<file path="src/rtl/divr4_iter_core.sv">
// Radix-4 iterative integer divider: two quotient bits per cycle, signed/unsigned,
// zero-divisor and MIN/-1 handling. Optional macro DIVR4_EARLY_TERM_EN skips leading zero digit pairs.
module divr4_iter_core #(
   parameter int WIDTH    = 32,
   parameter int EXPWIDTH = 5
) (
   input  logic             clk,
   input  logic             rst,
   input  logic             valid_in,
   input  logic             sign,
   input  logic [WIDTH-1:0] zdividend,
   input  logic [WIDTH-1:0] zdivisor,
   input  logic             out_ready,
   output logic             free,
   output logic             done,
   output logic [WIDTH-1:0] q,
   output logic [WIDTH-1:0] r,
   output logic             sign_o,
   output logic             div0
);

   typedef enum logic [2:0] {
      S_IDLE = 3'd0,
      S_PRE  = 3'd1,
      S_ITER = 3'd2,
      S_POST = 3'd3,
      S_DONE = 3'd4
   } state_t;

   localparam int                  PW     = WIDTH + 2;
   localparam logic [EXPWIDTH-1:0] HALF_W = EXPWIDTH'(WIDTH / 2);
   localparam logic [EXPWIDTH-1:0] ONE_C  = EXPWIDTH'(1);
   localparam logic [WIDTH-1:0]    MIN_V  = {1'b1, {(WIDTH-1){1'b0}}};
   localparam logic [WIDTH-1:0]    ONES_V = {WIDTH{1'b1}};

`ifdef DIVR4_EARLY_TERM_EN
   function automatic logic [EXPWIDTH:0] clz(input logic [WIDTH-1:0] v);
      logic [EXPWIDTH:0] n;
      logic              hit;
      n   = '0;
      hit = 1'b0;
      for (int i = WIDTH - 1; i >= 0; i--) begin
         if (!hit && !v[i]) begin
            n = n + (EXPWIDTH+1)'(1);
         end else begin
            hit = 1'b1;
         end
      end
      return n;
   endfunction
`endif

   state_t               state_q, state_d;
   logic                 free_q, free_d;
   logic                 done_q, done_d;
   logic [WIDTH-1:0]     q_q, q_d;
   logic [WIDTH-1:0]     r_q, r_d;
   logic                 sign_o_q, sign_o_d;
   logic                 div0_q, div0_d;
   logic [WIDTH-1:0]     opa_q, opa_d;
   logic [WIDTH-1:0]     opb_q, opb_d;
   logic                 sgn_q, sgn_d;
   logic [WIDTH-1:0]     rem_q, rem_d;
   logic [WIDTH-1:0]     dvd_q, dvd_d;
   logic [WIDTH-1:0]     dvs_q, dvs_d;
   logic [WIDTH-1:0]     quo_q, quo_d;
   logic [EXPWIDTH-1:0]  cnt_q, cnt_d;
   logic                 negq_q, negq_d;
   logic                 negr_q, negr_d;
   logic                 byp0_q, byp0_d;
   logic                 bypov_q, bypov_d;

   logic [WIDTH-1:0]     abs_a, abs_b;
   logic [PW-1:0]        p_shift, b1, b2, b3;
   logic [WIDTH-1:0]     sub_v;
   logic [1:0]           dig;
`ifdef DIVR4_EARLY_TERM_EN
   logic [EXPWIDTH:0]    lz;
   logic [EXPWIDTH-1:0]  half;
`endif

   // Magnitudes and radix-4 digit selection; P' is WIDTH+2 bits, only the low WIDTH bits survive subtraction.
   always_comb begin
      abs_a   = (sgn_q && opa_q[WIDTH-1]) ? -opa_q : opa_q;
      abs_b   = (sgn_q && opb_q[WIDTH-1]) ? -opb_q : opb_q;
      p_shift = {rem_q, dvd_q[WIDTH-1:WIDTH-2]};
      b1      = {2'b00, dvs_q};
      b2      = {1'b0, dvs_q, 1'b0};
      b3      = b1 + b2;
      if (p_shift >= b3) begin
         dig   = 2'd3;
         sub_v = b3[WIDTH-1:0];
      end else if (p_shift >= b2) begin
         dig   = 2'd2;
         sub_v = b2[WIDTH-1:0];
      end else if (p_shift >= b1) begin
         dig   = 2'd1;
         sub_v = b1[WIDTH-1:0];
      end else begin
         dig   = 2'd0;
         sub_v = '0;
      end
`ifdef DIVR4_EARLY_TERM_EN
      lz   = clz(abs_a);
      half = lz[EXPWIDTH:1];
`endif
   end

   // Next-state and datapath updates for the divider FSM.
   always_comb begin
      state_d  = state_q;
      q_d      = q_q;
      r_d      = r_q;
      sign_o_d = sign_o_q;
      div0_d   = div0_q;
      opa_d    = opa_q;
      opb_d    = opb_q;
      sgn_d    = sgn_q;
      rem_d    = rem_q;
      dvd_d    = dvd_q;
      dvs_d    = dvs_q;
      quo_d    = quo_q;
      cnt_d    = cnt_q;
      negq_d   = negq_q;
      negr_d   = negr_q;
      byp0_d   = byp0_q;
      bypov_d  = bypov_q;

      case (state_q)
         S_IDLE: begin
            if (valid_in && free_q) begin
               opa_d   = zdividend;
               opb_d   = zdivisor;
               sgn_d   = sign;
               state_d = S_PRE;
            end else begin
               state_d = S_IDLE;
            end
         end
         S_PRE: begin
            negq_d = sgn_q & (opa_q[WIDTH-1] ^ opb_q[WIDTH-1]);
            negr_d = sgn_q & opa_q[WIDTH-1];
            dvs_d  = abs_b;
            rem_d  = '0;
            quo_d  = '0;
            if (opb_q == '0) begin
               byp0_d  = 1'b1;
               bypov_d = 1'b0;
               state_d = S_POST;
            end else if (sgn_q && (opa_q == MIN_V) && (opb_q == ONES_V)) begin
               byp0_d  = 1'b0;
               bypov_d = 1'b1;
               state_d = S_POST;
            end else begin
               byp0_d  = 1'b0;
               bypov_d = 1'b0;
`ifdef DIVR4_EARLY_TERM_EN
               dvd_d   = abs_a << {half, 1'b0};
               cnt_d   = HALF_W - half;
               state_d = (half == HALF_W) ? S_POST : S_ITER;
`else
               dvd_d   = abs_a;
               cnt_d   = HALF_W;
               state_d = S_ITER;
`endif
            end
         end
         S_ITER: begin
            rem_d = p_shift[WIDTH-1:0] - sub_v;
            dvd_d = {dvd_q[WIDTH-3:0], 2'b00};
            quo_d = {quo_q[WIDTH-3:0], dig};
            cnt_d = cnt_q - ONE_C;
            if (cnt_q == ONE_C) begin
               state_d = S_POST;
            end else begin
               state_d = S_ITER;
            end
         end
         S_POST: begin
            sign_o_d = sgn_q;
            div0_d   = byp0_q;
            if (byp0_q) begin
               q_d = ONES_V;
               r_d = opa_q;
            end else if (bypov_q) begin
               q_d = MIN_V;
               r_d = '0;
            end else begin
               q_d = negq_q ? -quo_q : quo_q;
               r_d = negr_q ? -rem_q : rem_q;
            end
            state_d = S_DONE;
         end
         S_DONE: begin
            if (out_ready) begin
               state_d = S_IDLE;
            end else begin
               state_d = S_DONE;
            end
         end
         default: begin
            state_d = S_IDLE;
         end
      endcase

      free_d = (state_d == S_IDLE);
      done_d = (state_d == S_DONE);
   end

   // State and datapath registers with asynchronous reset.
   always_ff @(posedge clk or posedge rst) begin
      if (rst) begin
         state_q  <= S_IDLE;
         free_q   <= 1'b1;
         done_q   <= 1'b0;
         q_q      <= '0;
         r_q      <= '0;
         sign_o_q <= 1'b0;
         div0_q   <= 1'b0;
         opa_q    <= '0;
         opb_q    <= '0;
         sgn_q    <= 1'b0;
         rem_q    <= '0;
         dvd_q    <= '0;
         dvs_q    <= '0;
         quo_q    <= '0;
         cnt_q    <= '0;
         negq_q   <= 1'b0;
         negr_q   <= 1'b0;
         byp0_q   <= 1'b0;
         bypov_q  <= 1'b0;
      end else begin
         state_q  <= state_d;
         free_q   <= free_d;
         done_q   <= done_d;
         q_q      <= q_d;
         r_q      <= r_d;
         sign_o_q <= sign_o_d;
         div0_q   <= div0_d;
         opa_q    <= opa_d;
         opb_q    <= opb_d;
         sgn_q    <= sgn_d;
         rem_q    <= rem_d;
         dvd_q    <= dvd_d;
         dvs_q    <= dvs_d;
         quo_q    <= quo_d;
         cnt_q    <= cnt_d;
         negq_q   <= negq_d;
         negr_q   <= negr_d;
         byp0_q   <= byp0_d;
         bypov_q  <= bypov_d;
      end
   end

   assign free   = free_q;
   assign done   = done_q;
   assign q      = q_q;
   assign r      = r_q;
   assign sign_o = sign_o_q;
   assign div0   = div0_q;

endmodule

</file>
<file path="config.mk">
export PLATFORM = sky130hd
export DESIGN_NAME = divr4_iter_core
export DESIGN_NICKNAME = d
export VERILOG_FILES = /design/src/rtl/divr4_iter_core.sv
export SDC_FILE = /design/constraint.sdc
export NUM_CORES = 1
export LEC_CHECK = 0
export CELL_PAD_IN_SITES_DETAIL_PLACEMENT = 1
export CELL_PAD_IN_SITES_GLOBAL_PLACEMENT = 1
export CORE_MARGIN = 2
export CORE_UTILIZATION = 46
export CTS_CLUSTER_DIAMETER = 50
export DETAILED_ROUTE_END_ITERATION = 8
export PLACE_DENSITY_LB_ADDON = 0.25
export REMOVE_ABC_BUFFERS = 1
export SLEW_MARGIN = 20
export SYNTH_ARGS = -nofsm -noshare
export SYNTH_HDL_FRONTEND = slang
export SYNTH_SLANG_ARGS = --single-unit
</file>
<file path="constraint.sdc">
create_clock -name clk -period 11.85 [get_ports clk]
set_input_delay 1.7775 -clock clk [delete_from_list [all_inputs] [get_ports clk]]
set_output_delay 1.7775 -clock clk [all_outputs]
set_load 0.01 [all_outputs]
</file>
==> impl_metrics.yaml <==
clocking:
  numCtsBuffers: 38
  htree_levels: 2
  cts_sinks: 273
  insertion_delay_ns: 0.56
  cts_tree: "done"
  cts_setup_buffers: 0
  clkSlewWorstSetupHoldPaths_ns: 0.05
  hold_buffers: 0
  clock_path_buffers: 3
  cts_resized: 0
  cts_root_buf: "clkbuf_16"
synthesis:
  synth_seq_area_share: 0.362
  synth_simple_gate_area_frac: 0.144
  async_reset_ff_frac: 1.00
  synth-xor-area-share: 0.0819
  ys_warn_count: 0
  synth-main-ff-cell: "dfrtp_1"
  ys_top_cells_by_count: "dfrtp_1, nand2_1, o21ai_0"
  synth_area_mm2: 0.0189
  synth.mux.area_fraction: 0.0351
  ys_types: 84
  synth-seq-cells: 273
  synth_area_leader_cell: "dfrtp_1"
  postSynthAreaPerCell_um2: 9.06
  yosys.area.top_type_share: 0.361
  synth_fa_ha_area_frac: 0.113
  synth_top_family_by_area: "compound AO/OA/AOI/OAI gates"
  synth-edff-count: 0
  synth_area_leaders: "dfrtp_1, ha_1, xor2_1"
  postSynthCellCount: 2084
  synth.most_common_cell: "dfrtp_1"
  synth-compound-area-share: 0.225
die:
  core_area_mm2: 0.0406
  dieArea_mm2: 0.0427
  io_pins: 137
  die_w_um: 207
  start_util: 0.464
  rows: 74
  die_y_um: 207
global_route:
  grtUsageTotal: 0.278
  grt_pass1_wl_um: 94400
  antenna_found_initial: 1
  grt_pass1_vias: 17500
  grt_max_degree: 127
  grt_overflow_total: 0
layout:
  filler_cell_count: 4633
  final_nets: 2421
  synthToLayoutAreaGrowth_pct: 16.5
  diodes: 0
  drive_above_1_share: 0.0792
routing:
  avgRoutedWirePerCell_um: 21.1
  antenna_left: 0
  drc: 0
  first_iter_violations: 765
  vias: 16500
  wl_um: 57900
  via_per_inst: 6.02
  dr.pass1.iters: 5
placement:
  place_hpwl_um: 41900
  globalplace.congestion: 0.882
  port_buffers: 136
worst_setup_path:
  crit_path_start_kind: "flop"
  worstPathArrival_ns: 8.54
  worstSetupPathType: "reg2reg"
  cp.required_ns: 12.31
  regToRegStartpoint: "dvs_q[1]"
  path_max_fanout: 14
  cp_slowest_stage_delay_ns: 0.62
  r2r_setup_slack_ns: 3.77
  endpoint_kind: "flop"
  startpoint: "dvs_q[1]"
  crit_slowest_cell: "o41ai_1"
hold_path:
  worstHoldStart: "dvd_q[19]"
  hold_path.class: "reg2reg"
sta:
  finalCritPeriodShare: 0.682
  drv_slew: 0
  hold_viol: 0
  finalCriticalPeriod_ns: 8.08
  fmax_mhz: 124
  tns_ns: 0
  setup_viol: 0
  fin_skew_ns: 0.0293
  worst_pin_slew_ns: 1.05
  holdWs_ns: 0.480
  rsz0062_at_grt: "false"
  maxSlewHeadroom: 0.299
run_status:
  status: "complete, no violations"
run:
  cap_violations: 0
routing by layer:
metal,share of wire,global-route usage,vias to the layer above
li1,-,-,7801
met2,0.47,0.463,352
met3,0.043,0.0364,100
met1,0.45,0.370,8240
met4,0.033,0.104,2
met5,0.00022,0,-
final cells by class:
class / instances / area [um2] / share of cell area
inverters: 77 / 297 / 0.0135
clock inverters: 17 / 235 / 0.0107
flip-flops and latches: 273 / 6830 / 0.311
clock buffers: 50 / 1060 / 0.0481
multi-input cells: 1638 / 11400 / 0.518
repair buffers: 154 / 1520 / 0.0689
well taps: 532 / 666 / 0.0303
through the flow:
stage | setup slack [ns] | cell area, um2 | util | instances
after global placement | 4.17 | 20700 | 0.509 | 2673
final | 3.77 | 22000 | 0.541 | 2741
after floorplan | 0.920 | 18400 | - | 1988
after global routing | 3.04 | 22000 | 0.541 | 2741
after CTS | 3.76 | 22000 | 0.540 | 2740
after detailed placement | 3.81 | 20700 | 0.509 | 2673
kinds of logic after synthesis:
kind of cell,count (synthesis)
buffers and inverters,173
AND/OR/NAND/NOR,576
XOR/XNOR,175
multiplexers,59
adder cells (fa/ha/maj),170
AO/OA/AOI/OAI,658
flip-flops,273
sequential cells by signal (all words and copies together) (netlist names), 3 cells and up:
register,count
cnt_q,5
opa_q,32
r,32
state_q,3
rem_q,32
dvs_q,32
q,32
quo_q,32
dvd_q,32
opb_q,32
cells in the final DEF (no fill, tap or decap), types with 6 or more instances in the layout:
master / instances
nand4_1: 25
nor4_1: 15
a21oi_1: 161
xor2_1: 111
o21bai_1: 12
nand3_1: 25
and3_1: 12
nor3_1: 28
inv_1: 76
o21a_1: 10
clkbuf_16: 39
ha_1: 168
nor2b_1: 13
or4_1: 14
nand2b_1: 13
o22a_1: 22
mux2_2: 58
or4_4: 6
a211oi_1: 14
buf_4: 17
o22ai_1: 27
clkbuf_1: 7
and2_1: 8
dfrtp_1: 271
o31ai_1: 28
o41ai_1: 18
a22o_1: 29
a221oi_1: 36
a21o_1: 53
clkdlybuf4s50_1: 136
nand2_1: 217
nor2_1: 157
o21ai_0: 191
o211ai_1: 7
xnor2_1: 63
or3_1: 14
a31oi_1: 9
critical path: cells and delay by family, from the launching register on:
kind | cells | cell delay, ns
and+or+nand+nor | 6 | 0.73
xor gates and xnor gates | 2 | 0.57
adders and majority gates | 4 | 1.25
DFF | 1 | 0.47
AOI/OAI and AO/OA | 17 | 4.85
buffers and inverters | 1 | 0.09
path summary, 6_finish.rpt:
kind                             end  cells past startpoint
hold / removal             dvd_q[19]                      2
max in group asynchronous      q[23]                      3
setup reg to reg           rem_q[31]                     30
setup / recovery           rem_q[31]                     30
hold reg to reg            dvd_q[19]                      2
min in group asynchronous   opa_q[4]                      2
Power is not shown: default switching activity piles up to over one toggle a cycle in this logic, so the estimate is an artifact.
